<file path="src/rtl/instr_fetch_unit.sv">
// Instruction fetch unit: owns the PC, drives the instruction-memory request and
// registers the returned word for decode. Sequences memory load, fetch and halt.
//
// state  | meaning
// -------+---------------------------------------------------------------
// S_INIT | memory load window, startin high, PC held
// S_RUN  | normal fetch with stall and branch/jump redirect
// S_HALT | halt word fetched, everything frozen until reset
module instr_fetch_unit #(
    parameter logic [31:0] RESET_PC    = 32'h0000_0000,
    parameter int          INIT_CYCLES = 2,
    parameter logic [31:0] HALT_WORD   = 32'hFFFF_FFFF
) (
    input  logic        clk,
    input  logic        reset,
    input  logic        stall,
    input  logic        branch_taken,
    input  logic [31:0] branch_target,
    input  logic        jump,
    input  logic [25:0] jump_index,
    input  logic [31:0] instruction,
    output logic [31:0] address,
    output logic        startin,
    output logic [31:0] instr_out,
    output logic [31:0] pc_out,
    output logic [31:0] pc_plus4,
    output logic        valid,
    output logic        halted
);

    localparam int            CW       = (INIT_CYCLES > 1) ? $clog2(INIT_CYCLES) : 1;
    localparam logic [CW-1:0] CNT_LAST = CW'(INIT_CYCLES - 1);

    typedef enum logic [1:0] {S_INIT, S_RUN, S_HALT} state_t;

    state_t          state;
    logic [31:0]     pc;
    logic [CW-1:0]   init_cnt;
    logic [31:0]     next_pc;
    logic [31:0]     jump_target;
    logic            redirect;

    assign address     = pc;
    assign pc_plus4    = pc + 32'd4;
    assign jump_target = {pc_plus4[31:28], jump_index, 2'b00};
    assign redirect    = branch_taken | jump;

    // Branch beats jump; branch targets are forced word-aligned.
    always_comb begin
        next_pc = pc_plus4;
        if (branch_taken)
            next_pc = branch_target & 32'hFFFF_FFFC;
        else if (jump)
            next_pc = jump_target;
    end

    always_ff @(posedge clk) begin
        if (reset) begin
            state     <= S_INIT;
            pc        <= RESET_PC;
            init_cnt  <= '0;
            startin   <= 1'b1;
            instr_out <= 32'd0;
            pc_out    <= 32'd0;
            valid     <= 1'b0;
            halted    <= 1'b0;
        end else begin
            case (state)
                S_INIT: begin
                    valid    <= 1'b0;
                    init_cnt <= init_cnt + CW'(1);
                    if (init_cnt == CNT_LAST) begin
                        state   <= S_RUN;
                        startin <= 1'b0;
                    end
                end
                S_RUN: begin
                    if (!stall) begin
                        pc_out <= pc;
                        if (redirect) begin
                            // Word at the current PC is squashed: no delay slot.
                            pc        <= next_pc;
                            instr_out <= 32'd0;
                            valid     <= 1'b0;
                        end else if (instruction == HALT_WORD) begin
                            instr_out <= instruction;
                            valid     <= 1'b1;
                            halted    <= 1'b1;
                            state     <= S_HALT;
                        end else begin
                            pc        <= next_pc;
                            instr_out <= instruction;
                            valid     <= 1'b1;
                        end
                    end
                end
                S_HALT: begin
                    valid <= 1'b0;
                end
                default: begin
                    state <= S_INIT;
                end
            endcase
        end
    end

endmodule

</file>
<file path="config.mk">
export PLATFORM = sky130hd
export DESIGN_NAME = instr_fetch_unit
export DESIGN_NICKNAME = d
export VERILOG_FILES = /design/src/rtl/instr_fetch_unit.sv
export SDC_FILE = /design/constraint.sdc
export NUM_CORES = 1
export LEC_CHECK = 0
export BUFFER_PORTS_ARGS = -buffer_cell sky130_fd_sc_hd__buf_2
export CAP_MARGIN = 10
export CORE_MARGIN = 2
export CORE_UTILIZATION = 43
export DETAILED_ROUTE_END_ITERATION = 7
export PLACE_DENSITY = 0.77
export SYNTH_ARGS = -nofsm -noshare
export SYNTH_HDL_FRONTEND = slang
export SYNTH_SLANG_ARGS = --single-unit
</file>
<file path="constraint.sdc">
create_clock -name clk -period 2.3 [get_ports clk]
set_clock_uncertainty 0.2 [all_clocks]
set_input_delay 0.23 -clock clk [delete_from_list [all_inputs] [get_ports clk]]
set_output_delay 0.23 -clock clk [all_outputs]
set_load 0.01 [all_outputs]
</file>
==> results of run 1 <==
## per-stage QoR
step / hold WS (ps) / std cells / TNS [ps] / total power, mW
6_report: 24.4 / 1111 / -3550 / 4.30
2_1_floorplan: 178 / 673 / -2.77 / 2.28
4_1_cts: 1.48 / 1097 / -2710 / 4.26
3_3_place_gp: 229 / 1033 / -1670 / 2.63
5_1_grt: 34.5 / 1111 / -5070 / 4.46
3_5_place_dp: 233 / 1033 / -2240 / 2.64
## cells in the final DEF, fill, tap and decap left out, drive strengths merged, types with 10 or more instances in the layout
cell and count:
o21ai 14, clkbuf 12, xnor2 15, buf 314, nand2 139, nand4 16, nor2 26, nand3 46
dlygate4sd3 34, a311oi 10, dfxtp 98, a21oi 93, xor2 11
## state kept, by name (all words and copies together), names as in the netlist
name and cells:
instr_out 32, state 2, init_cnt 1, address 30, valid 1, startin 1, pc_out 30, halted 1
## cell type report
type	instances	area [sq um]	area share
multi-input cells	499	3170	0.398
repair buffers	348	2300	0.289
flip-flops and latches	98	1980	0.249
clock buffers	12	236	0.0297
well taps	143	179	0.0225
clock inverters	3	65.1	0.00818
inverters	7	26.3	0.00330
diodes	1	2.50	0.000315
## per-layer routing
| layer | up-vias | GRT usage |
|---|---|---|
| met2 | 428 | 0.493 |
| met3 | 78 | 0.0599 |
| met4 | 0 | 0.150 |
| li1 | 2978 | - |
| met5 | - | 0 |
| met1 | 2964 | 0.370 |
## critical path, cell delays in order (launching register included)
cell and delay, ps:
dfxtp_2 330, nand4_1 180, buf_4 200, or4_4 470, nor3_4 180, xor2_2 240
buf_2 190
## Yosys cell counts (6+ instances only)
master,number
nor3_1,8
nand4_1,16
nand2b_1,6
a21oi_1,93
a211oi_1,6
buf_4,6
buf_2,6
xor2_1,11
clkbuf_1,51
a311oi_1,10
nand3_1,46
inv_1,7
nor4_1,6
o21ai_0,14
or3_1,6
nor2_1,26
xnor2_1,15
o32ai_1,6
o31ai_1,7
nand2_1,139
dfxtp_1,98
## cell families (layout without fill, tap and decap cells)
logic type / count (synthesis) / in the layout
compound gates: 189 / 189
buf+inv: 76 / 370
mux: 1 / 1
flops: 98 / 98
simple gates: 276 / 276
xor+xnor: 26 / 26
other cells: 1 / 7
fa+ha+maj: 1 / 1
## worst max path at each step
| stage | from | endpoint | slack (ps) | cells past startpoint |
|---|---|---|---|---|
| 2_1_floorplan | address[6] | pc_plus4[27] | -3 | 6 |
| 3_3_place_gp | address[9] | pc_plus4[27] | -80 | 7 |
| 3_5_place_dp | instruction[1] | address[23] | -110 | 8 |
| 4_1_cts | address[4] | pc_plus4[28] | -210 | 6 |
| 5_1_grt | address[16] | pc_plus4[28] | -320 | 5 |
| 6_report | address[9] | pc_plus4[31] | -270 | 6 |
## timing repair
item	CTS	global route
gates resized for setup	67	34
hold endpoints to repair	34	0
hold buffers	34	0
pin swaps	24	24
buffers inserted	15	14
endpoints found under the setup margin	25	44
## power breakdown
group | internal, mW | switching (mW)
Sequential | 1.76 | 0.0558
Combinational | 0.376 | 0.512
Clock | 0.947 | 0.643
==> flow_metrics.env, run 1 <==
export IMPL_status="finished, violations left"
export IMPL_failed_checks="negative setup slack"
export IMPL_yosysSeqAreaShare=0.389
export IMPL_p_leak_nw=3.69
export IMPL_core_sq_um=11400
export IMPL_synth_top_area_share=0.389
export IMPL_drive_above_1_share=0.405
export IMPL_first_global_vias=6054
export IMPL_grt_usage=0.298
export IMPL_clkSlewWorstSetupHoldPaths_ps=60
export IMPL_num_rows=39
export IMPL_met3_length_mm=1.94
export IMPL_min_to="address[2]"
export IMPL_htreeDepth=3
export IMPL_place_area_sq_um=6650
export IMPL_finalHoldViolCount=0
export IMPL_wl_per_cell_microns=18.1
export IMPL_fill_cells=885
export IMPL_drtIter0Drc=806
export IMPL_fp_dieH_microns=112
export IMPL_routed_top_layer="met4"
export IMPL_async_reset_ff_frac=0
export IMPL_synth_compound_area_frac=0.241
export IMPL_ios=226
export IMPL_slew_limit_headroom=0.589
export IMPL_synth_area_sq_um=5050
export IMPL_postLayoutCellArea_sq_um=7960
export IMPL_numCtsBuffers=9
export IMPL_synth_edff_count=0
export IMPL_route_detailed_drc=0
export IMPL_powerDensity_nw_per_um2=540
export IMPL_grt_max_degree=75
export IMPL_hp_start="branch_target[2]"
export IMPL_final_util=0.697
export IMPL_syn_instance_count=668
export IMPL_ir_drop_v=0.000484
export IMPL_start_util=0.442
export IMPL_io_buffers=217
export IMPL_drv_cap=0
export IMPL_die_width_microns=112
export IMPL_insertion_delay_ps=350
export IMPL_hp_class="in -> reg"
export IMPL_reg2reg_slack_ps=-60
export IMPL_synth_xor_area_frac=0.0451
export IMPL_r2r_end="address[24]"
export IMPL_met2_length_mm=9.28
export IMPL_synthAdderAreaFrac=0.00248
export IMPL_cp_end_kind="output port"
export IMPL_worst_setup_path_start_kind="register"
export IMPL_ant_nets=0
export IMPL_arrival_ps=2140
export IMPL_grt_pass1_wl_mm=30.6
export IMPL_clkSinkCount=98
export IMPL_worst_slew_pin_slew_ps=611
export IMPL_grt_antenna_before_repair=1
export IMPL_fmax_mhz=389
export IMPL_wl_mm=20.1
export IMPL_place_congestion=0.941
export IMPL_hold_depth=3
export IMPL_yosys_warnings=0
export IMPL_synth_distinct_cells=59
export IMPL_cts_max_path_buffers=2
export IMPL_root_buffer="clkbuf_16"
export IMPL_place_ws_ps=-111
export IMPL_drv_slew=0
export IMPL_grt_overflow=0
export IMPL_die_area_sq_um=12600
export IMPL_firstDrtPassIters=5
export IMPL_synth_simple_area_share=0.256
export IMPL_critPathKind="reg -> out"
export IMPL_synth_top_area_cell="dfxtp_1"
export IMPL_crit_reg2reg_launch="address[9]"
export IMPL_cts_tree="yes"
export IMPL_grt_setup_unrepaired="true"
export IMPL_yosys_most_used_dff="dfxtp_1"
export IMPL_min_period_ps=2570
export IMPL_dp_hpwl_mm=12.5
export IMPL_synth_avg_cell_area_sq_um=7.56
export IMPL_drt_vias_per_instance=5.80
export IMPL_cp_data_required_time_ps=1870
export IMPL_finalSetupViolations=26
export IMPL_worstRegToRegCells=9
export IMPL_layout_nets=1059
export IMPL_syn_to_final_growth_pct=57.6
export IMPL_drt_met1_wl_mm=7.94
export IMPL_vias=6448
export IMPL_synthMuxAreaShare=0.00198
export IMPL_cp_max_fo=3
export IMPL_synth_top_family_by_area="simple AND/OR/NAND/NOR gates"
export IMPL_timing_final_ws_setup_ps=-268
export IMPL_ys_top_cells_by_area="dfxtp_1 (39%), nand2_1 (10%), a21oi_1 (9.2%)"
export IMPL_synth_seq_cells=98
export IMPL_post_route_period_util=1.12
Note: power is estimated with default switching activity, not from simulation.
==> run 2, diff against run 1 <==
- SKIP_CTS_REPAIR_TIMING: unset -> 1
==> run 2 against run 1 <==
  * The flow finishes with violations (negative hold slack, negative setup slack)
  * Critical endpoint is now pc_plus4[28]
  * Worst setup slack lost 7.1 ps
  * Design area is 3.3% lower
  * Global-route usage decreased by 2.5 points
  * Sequential share of layout area rose by 0.77 points
  * Die area did not move
  * Total power shrank 0.41%
  * Register-to-register slack about the same
  * Via count decreased by 2.9%
  * Fmax is 0.28% lower
  * Final cell count shrank 1.2%
==> flow_metrics.env, run 2 (synthesis gave the netlist of run 1 again) <==
export IMPL_status="finished, violations left"
export IMPL_failed_checks="negative hold slack, negative setup slack"
export IMPL_grt_max_degree=75
export IMPL_cp_max_fo=8
export IMPL_cp_end_kind="output port"
export IMPL_die_area_sq_um=12600
export IMPL_critPathKind="reg -> out"
export IMPL_wl_per_cell_microns=17.4
export IMPL_slew_limit_headroom=0.579
export IMPL_die_width_microns=112
export IMPL_ant_nets=0
export IMPL_crit_chain="buf_4, nand4_1, or3_4, nor3_4, xor2_1, buf_2"
export IMPL_fmax_mhz=388
export IMPL_r2r_end="address[26]"
export IMPL_grt_overflow=0
export IMPL_hp_class="in -> reg"
export IMPL_drtIter0Drc=687
export IMPL_drv_slew=0
export IMPL_critical_path_buf_inv_count=2
export IMPL_reg2reg_slack_ps=-70
export IMPL_dp_cells=1033
export IMPL_powerDensity_nw_per_um2=557
export IMPL_route_detailed_drc=0
export IMPL_worst_setup_path_start_kind="register"
export IMPL_worst_slew_pin_slew_ps=626
export IMPL_whs_ps=-26.3
export IMPL_grt_antenna_before_repair=1
export IMPL_worstRegToRegCells=7
export IMPL_vias=6263
export IMPL_slowest_delay_ps=480
export IMPL_htreeDepth=3
export IMPL_crit_reg2reg_launch="address[7]"
export IMPL_cp_top_family="simple AND/OR/NAND/NOR gates"
export IMPL_p_leak_nw=3.51
export IMPL_cts_tree="yes"
export IMPL_syn_to_final_growth_pct=52.4
export IMPL_finalSetupViolations=25
export IMPL_fill_cells=959
export IMPL_min_to="address[5]"
export IMPL_insertion_delay_ps=350
export IMPL_drv_cap=0
export IMPL_post_route_period_util=1.12
export IMPL_dp_hpwl_mm=12.5
export IMPL_place_ws_ps=-111
export IMPL_hold_depth=3
export IMPL_clkSinkCount=98
export IMPL_hp_start="branch_target[5]"
export IMPL_clkSlewWorstSetupHoldPaths_ps=70
export IMPL_grt_usage=0.272
export IMPL_largest_register_ff_count=32
export IMPL_grt_setup_unrepaired="true"
export IMPL_timing_final_ws_setup_ps=-276
export IMPL_firstDrtPassIters=7
export IMPL_layout_nets=1046
export IMPL_ir_drop_v=0.000473
export IMPL_cp_data_required_time_ps=1870
export IMPL_critical_path_slowest_cell="or3_4"
export IMPL_power_mw=4.28
export IMPL_arrival_ps=2150
export IMPL_drt_vias_per_instance=5.70
export IMPL_ios=226
export IMPL_first_global_vias=5513
export IMPL_num_rows=39
export IMPL_fp_dieH_microns=112
export IMPL_grt_pass1_wl_mm=28.1
export IMPL_min_period_ps=2580
export IMPL_root_buffer="clkbuf_16"
export IMPL_cts_max_path_buffers=2
export IMPL_finalHoldViolCount=1
export IMPL_start_util=0.442
export IMPL_numCtsBuffers=9
export IMPL_regMostFlops="instr_out"
export IMPL_wl_mm=19.1
export IMPL_instances_no_fill=1098
export IMPL_drive_above_1_share=0.381
export IMPL_io_buffers=217
export IMPL_core_sq_um=11400
export IMPL_mostFrequentLayoutCells="buf_2 (215), nand2_1 (135), a21oi_1 (93), dfxtp_1 (91), buf_4 (73)"
export IMPL_final_common_cell="buf_2"
export IMPL_place_congestion=0.941
==> run 2: metal layers <==
layer / GRT usage / vias up / share of wire
met5: 0 / - / 0
met4: 0.115 / 0 / 0.034
met3: 0.0540 / 55 / 0.094
met2: 0.444 / 364 / 0.47
met1: 0.354 / 2891 / 0.41
li1: - / 2953 / -
==> run 2: cell type report <==
| class | count | area (sq um) | share of cell area |
|---|---|---|---|
| multi-input cells | 499 | 3050 | 0.396 |
| repair buffers | 335 | 2160 | 0.281 |
| flip-flops and latches | 98 | 1970 | 0.256 |
| clock buffers | 12 | 236 | 0.0307 |
| well taps | 143 | 179 | 0.0233 |
| clock inverters | 3 | 65.1 | 0.00846 |
| inverters | 7 | 26.3 | 0.00342 |
| diodes | 1 | 2.50 | 0.000325 |
==> run 2: per-stage QoR <==
step	utilization	instance area (sq um)	TNS (ps)
finish	0.674	7690	-3620
global route	0.674	7690	-5850
CTS	0.609	6950	-4730
detailed placement	0.582	6650	-2240
global placement	0.582	6650	-1670
floorplan	-	5110	-2.77
==> run 2: report_power, final <==
part           leakage (nW)  total, mW  switching, mW  internal [mW]
sequential            0.797       1.82         0.0537           1.76
combinational          2.57      0.872          0.500          0.372
clock                 0.147       1.59          0.645          0.947
==> run 2: worst max-delay path by stage <==
| stage | startpoint | to | cells after the start |
|---|---|---|---|
| final | address[4] | pc_plus4[28] | 6 |
| after global routing | address[3] | pc_plus4[28] | 7 |
| after CTS | address[8] | pc_plus4[27] | 7 |
| after detailed placement | instruction[1] | address[23] | 8 |
| after global placement | address[9] | pc_plus4[27] | 7 |
| after floorplan | address[6] | pc_plus4[27] | 6 |
==> run 2: tightest hold or removal path, delay by kind of cell <==
kind                   cells  cell delay [ps]
and+or+nand+nor            1               60
buffers and inverters      1              100
AOI/OAI and AO/OA          1               80
==> run 3, diff against run 2 <==
==> constraint.sdc (replaced) <==
create_clock -name clk -period 2.3 [get_ports clk]
set_clock_uncertainty 0.2 [all_clocks]
set_input_delay 0 -clock clk [delete_from_list [all_inputs] [get_ports clk]]
set_output_delay 0 -clock clk [all_outputs]
set_load 0.01 [all_outputs]
==> run 3 against run 2 <==
  * The flow still finishes with violations (negative hold slack, negative setup slack)
  * Worst setup slack improved by 190 ps
  * Sequential share of layout area fell by 0.95 points
  * Sequential cell count did not move
  * Largest power group unchanged
  * Highest routed layer unchanged
==> flow_metrics.env, run 3 (synthesis gave the netlist of run 1 again) <==
export IMPL_status="finished, violations left"
export IMPL_failed_checks="negative hold slack, negative setup slack"
export IMPL_numCtsBuffers=9
export IMPL_timing_final_ws_setup_ps=-90.3
export IMPL_drtIter0Drc=654
export IMPL_largest_register_ff_count=32
export IMPL_regArea_sq_um=1980
export IMPL_io_buffers=217
export IMPL_fill_cells=874
export IMPL_cts_tree="yes"
export IMPL_p_int_mw=3.04
export IMPL_firstDrtPassIters=5
export IMPL_multi_input_area_sq_um=2970
export IMPL_whs_ps=-49.1
export IMPL_wl_per_cell_microns=17.7
export IMPL_antenna_cells=0
export IMPL_grt_antenna_before_repair=0
export IMPL_finalHoldViolCount=3
export IMPL_finalSetupViolations=10
export IMPL_layout_nets=1085
export IMPL_combPwrFrac=0.214
export IMPL_drt_vias_per_instance=5.78
export IMPL_die_width_microns=112
export IMPL_drv_slew=0
export IMPL_cp_data_required_time_ps=2100
export IMPL_regMostFlops="instr_out"
export IMPL_p_leak_nw=3.58
export IMPL_fp_dieH_microns=112
export IMPL_start_util=0.442
export IMPL_drv_cap=0
export IMPL_setup_tns_ps=-567
export IMPL_fmax_mhz=418
export IMPL_p_switching_mw=1.23
export IMPL_clkSlewWorstSetupHoldPaths_ps=70
export IMPL_critPathKind="reg -> out"
export IMPL_ios=226
export IMPL_powerDensity_nw_per_um2=533
export IMPL_clkSinkCount=98
export IMPL_dp_hpwl_mm=12.5
export IMPL_num_rows=39
export IMPL_post_route_period_util=1.04
export IMPL_worst_setup_path_start_kind="register"
export IMPL_grt_pass1_wl_mm=27.6
export IMPL_syn_to_final_growth_pct=58.7
export IMPL_place_ws_ps=-15.2
export IMPL_wl_mm=20.1
export IMPL_seqPwrFrac=0.427
export IMPL_cp_max_fo=5
export IMPL_slew_limit_headroom=0.616
export IMPL_cts_max_path_buffers=2
export IMPL_root_buffer="clkbuf_16"
export IMPL_vias=6569
export IMPL_drive_above_1_share=0.349
export IMPL_ir_drop_v=0.000409
export IMPL_arrival_ps=2190
export IMPL_core_sq_um=11400
export IMPL_place_congestion=0.898
export IMPL_hp_class="in -> reg"
export IMPL_cp_end_kind="output port"
export IMPL_mostFrequentLayoutCells="buf_2 (215), nand2_1 (136), a21oi_1 (93), dfxtp_1 (89), dlygate4sd3_1 (82)"
export IMPL_route_detailed_drc=0
export IMPL_die_area_sq_um=12600
export IMPL_grt_overflow=0
export IMPL_p_clk_frac=0.358
export IMPL_grt_setup_unrepaired="true"
export IMPL_htreeDepth=3
export IMPL_grt_usage=0.267
export IMPL_min_period_ps=2390
export IMPL_worst_slew_pin_slew_ps=575
export IMPL_grt_max_degree=47
export IMPL_insertion_delay_ps=350
export IMPL_ant_nets=0
export IMPL_final_util=0.702
export IMPL_final_common_cell="buf_2"
export IMPL_first_global_vias=5474
export IMPL_p_sw_frac=0.288
run 3: metal layers:
layer,wire [microns],global-route usage,vias up
li1,-,-,3029
met1,7720,0.348,3000
met2,9560,0.431,465
met3,2020,0.0562,75
met4,789,0.112,0
met5,0,0,-
run 3: path summary, 6_finish.rpt:
kind | startpoint | cells past startpoint | to | slack [ps]
min | branch_target[19] | 5 | address[19] | -50
max | address[8] | 6 | pc_plus4[31] | -90
max reg2reg | address[8] | 6 | address[24] | -40
min reg2reg | startin | 2 | startin | 240
run 3: layout make-up:
class / instances / share of cell area
clock inverters: 5 / 0.00687
well taps: 143 / 0.0223
multi-input cells: 499 / 0.370
flip-flops and latches: 98 / 0.247
repair buffers: 374 / 0.320
clock buffers: 10 / 0.0298
inverters: 7 / 0.00328
run 3: per-stage QoR:
stage                     std cells  power (mW)  instance area, sq um  hold slack (ps)
after floorplan                 673        2.28                  5100            -52.5
after global placement         1021        2.61                  6550             70.3
after detailed placement       1021        2.62                  6550             70.6
after CTS                      1036        4.13                  6840             -295
after global routing           1136        4.43                  8010             21.8
final                          1136        4.27                  8010            -49.1
run 3: power by group through the flow:
stage	Sequential [mW]	Clock, mW	Combinational (mW)
3_5_place_dp	1.86	0	0.767
4_1_cts	1.82	1.54	0.770
6_report	1.82	1.53	0.914
2_1_floorplan	1.88	0	0.391
3_3_place_gp	1.85	0	0.759
5_1_grt	1.83	1.62	0.978
run 3: worst max-delay path: stages, from the launching register on:
cell,delay (ps)
dfxtp_2,340
nand4_1,220
buf_4,220
or4_4,500
nor3_4,160
xor2_1,220
buf_2,190
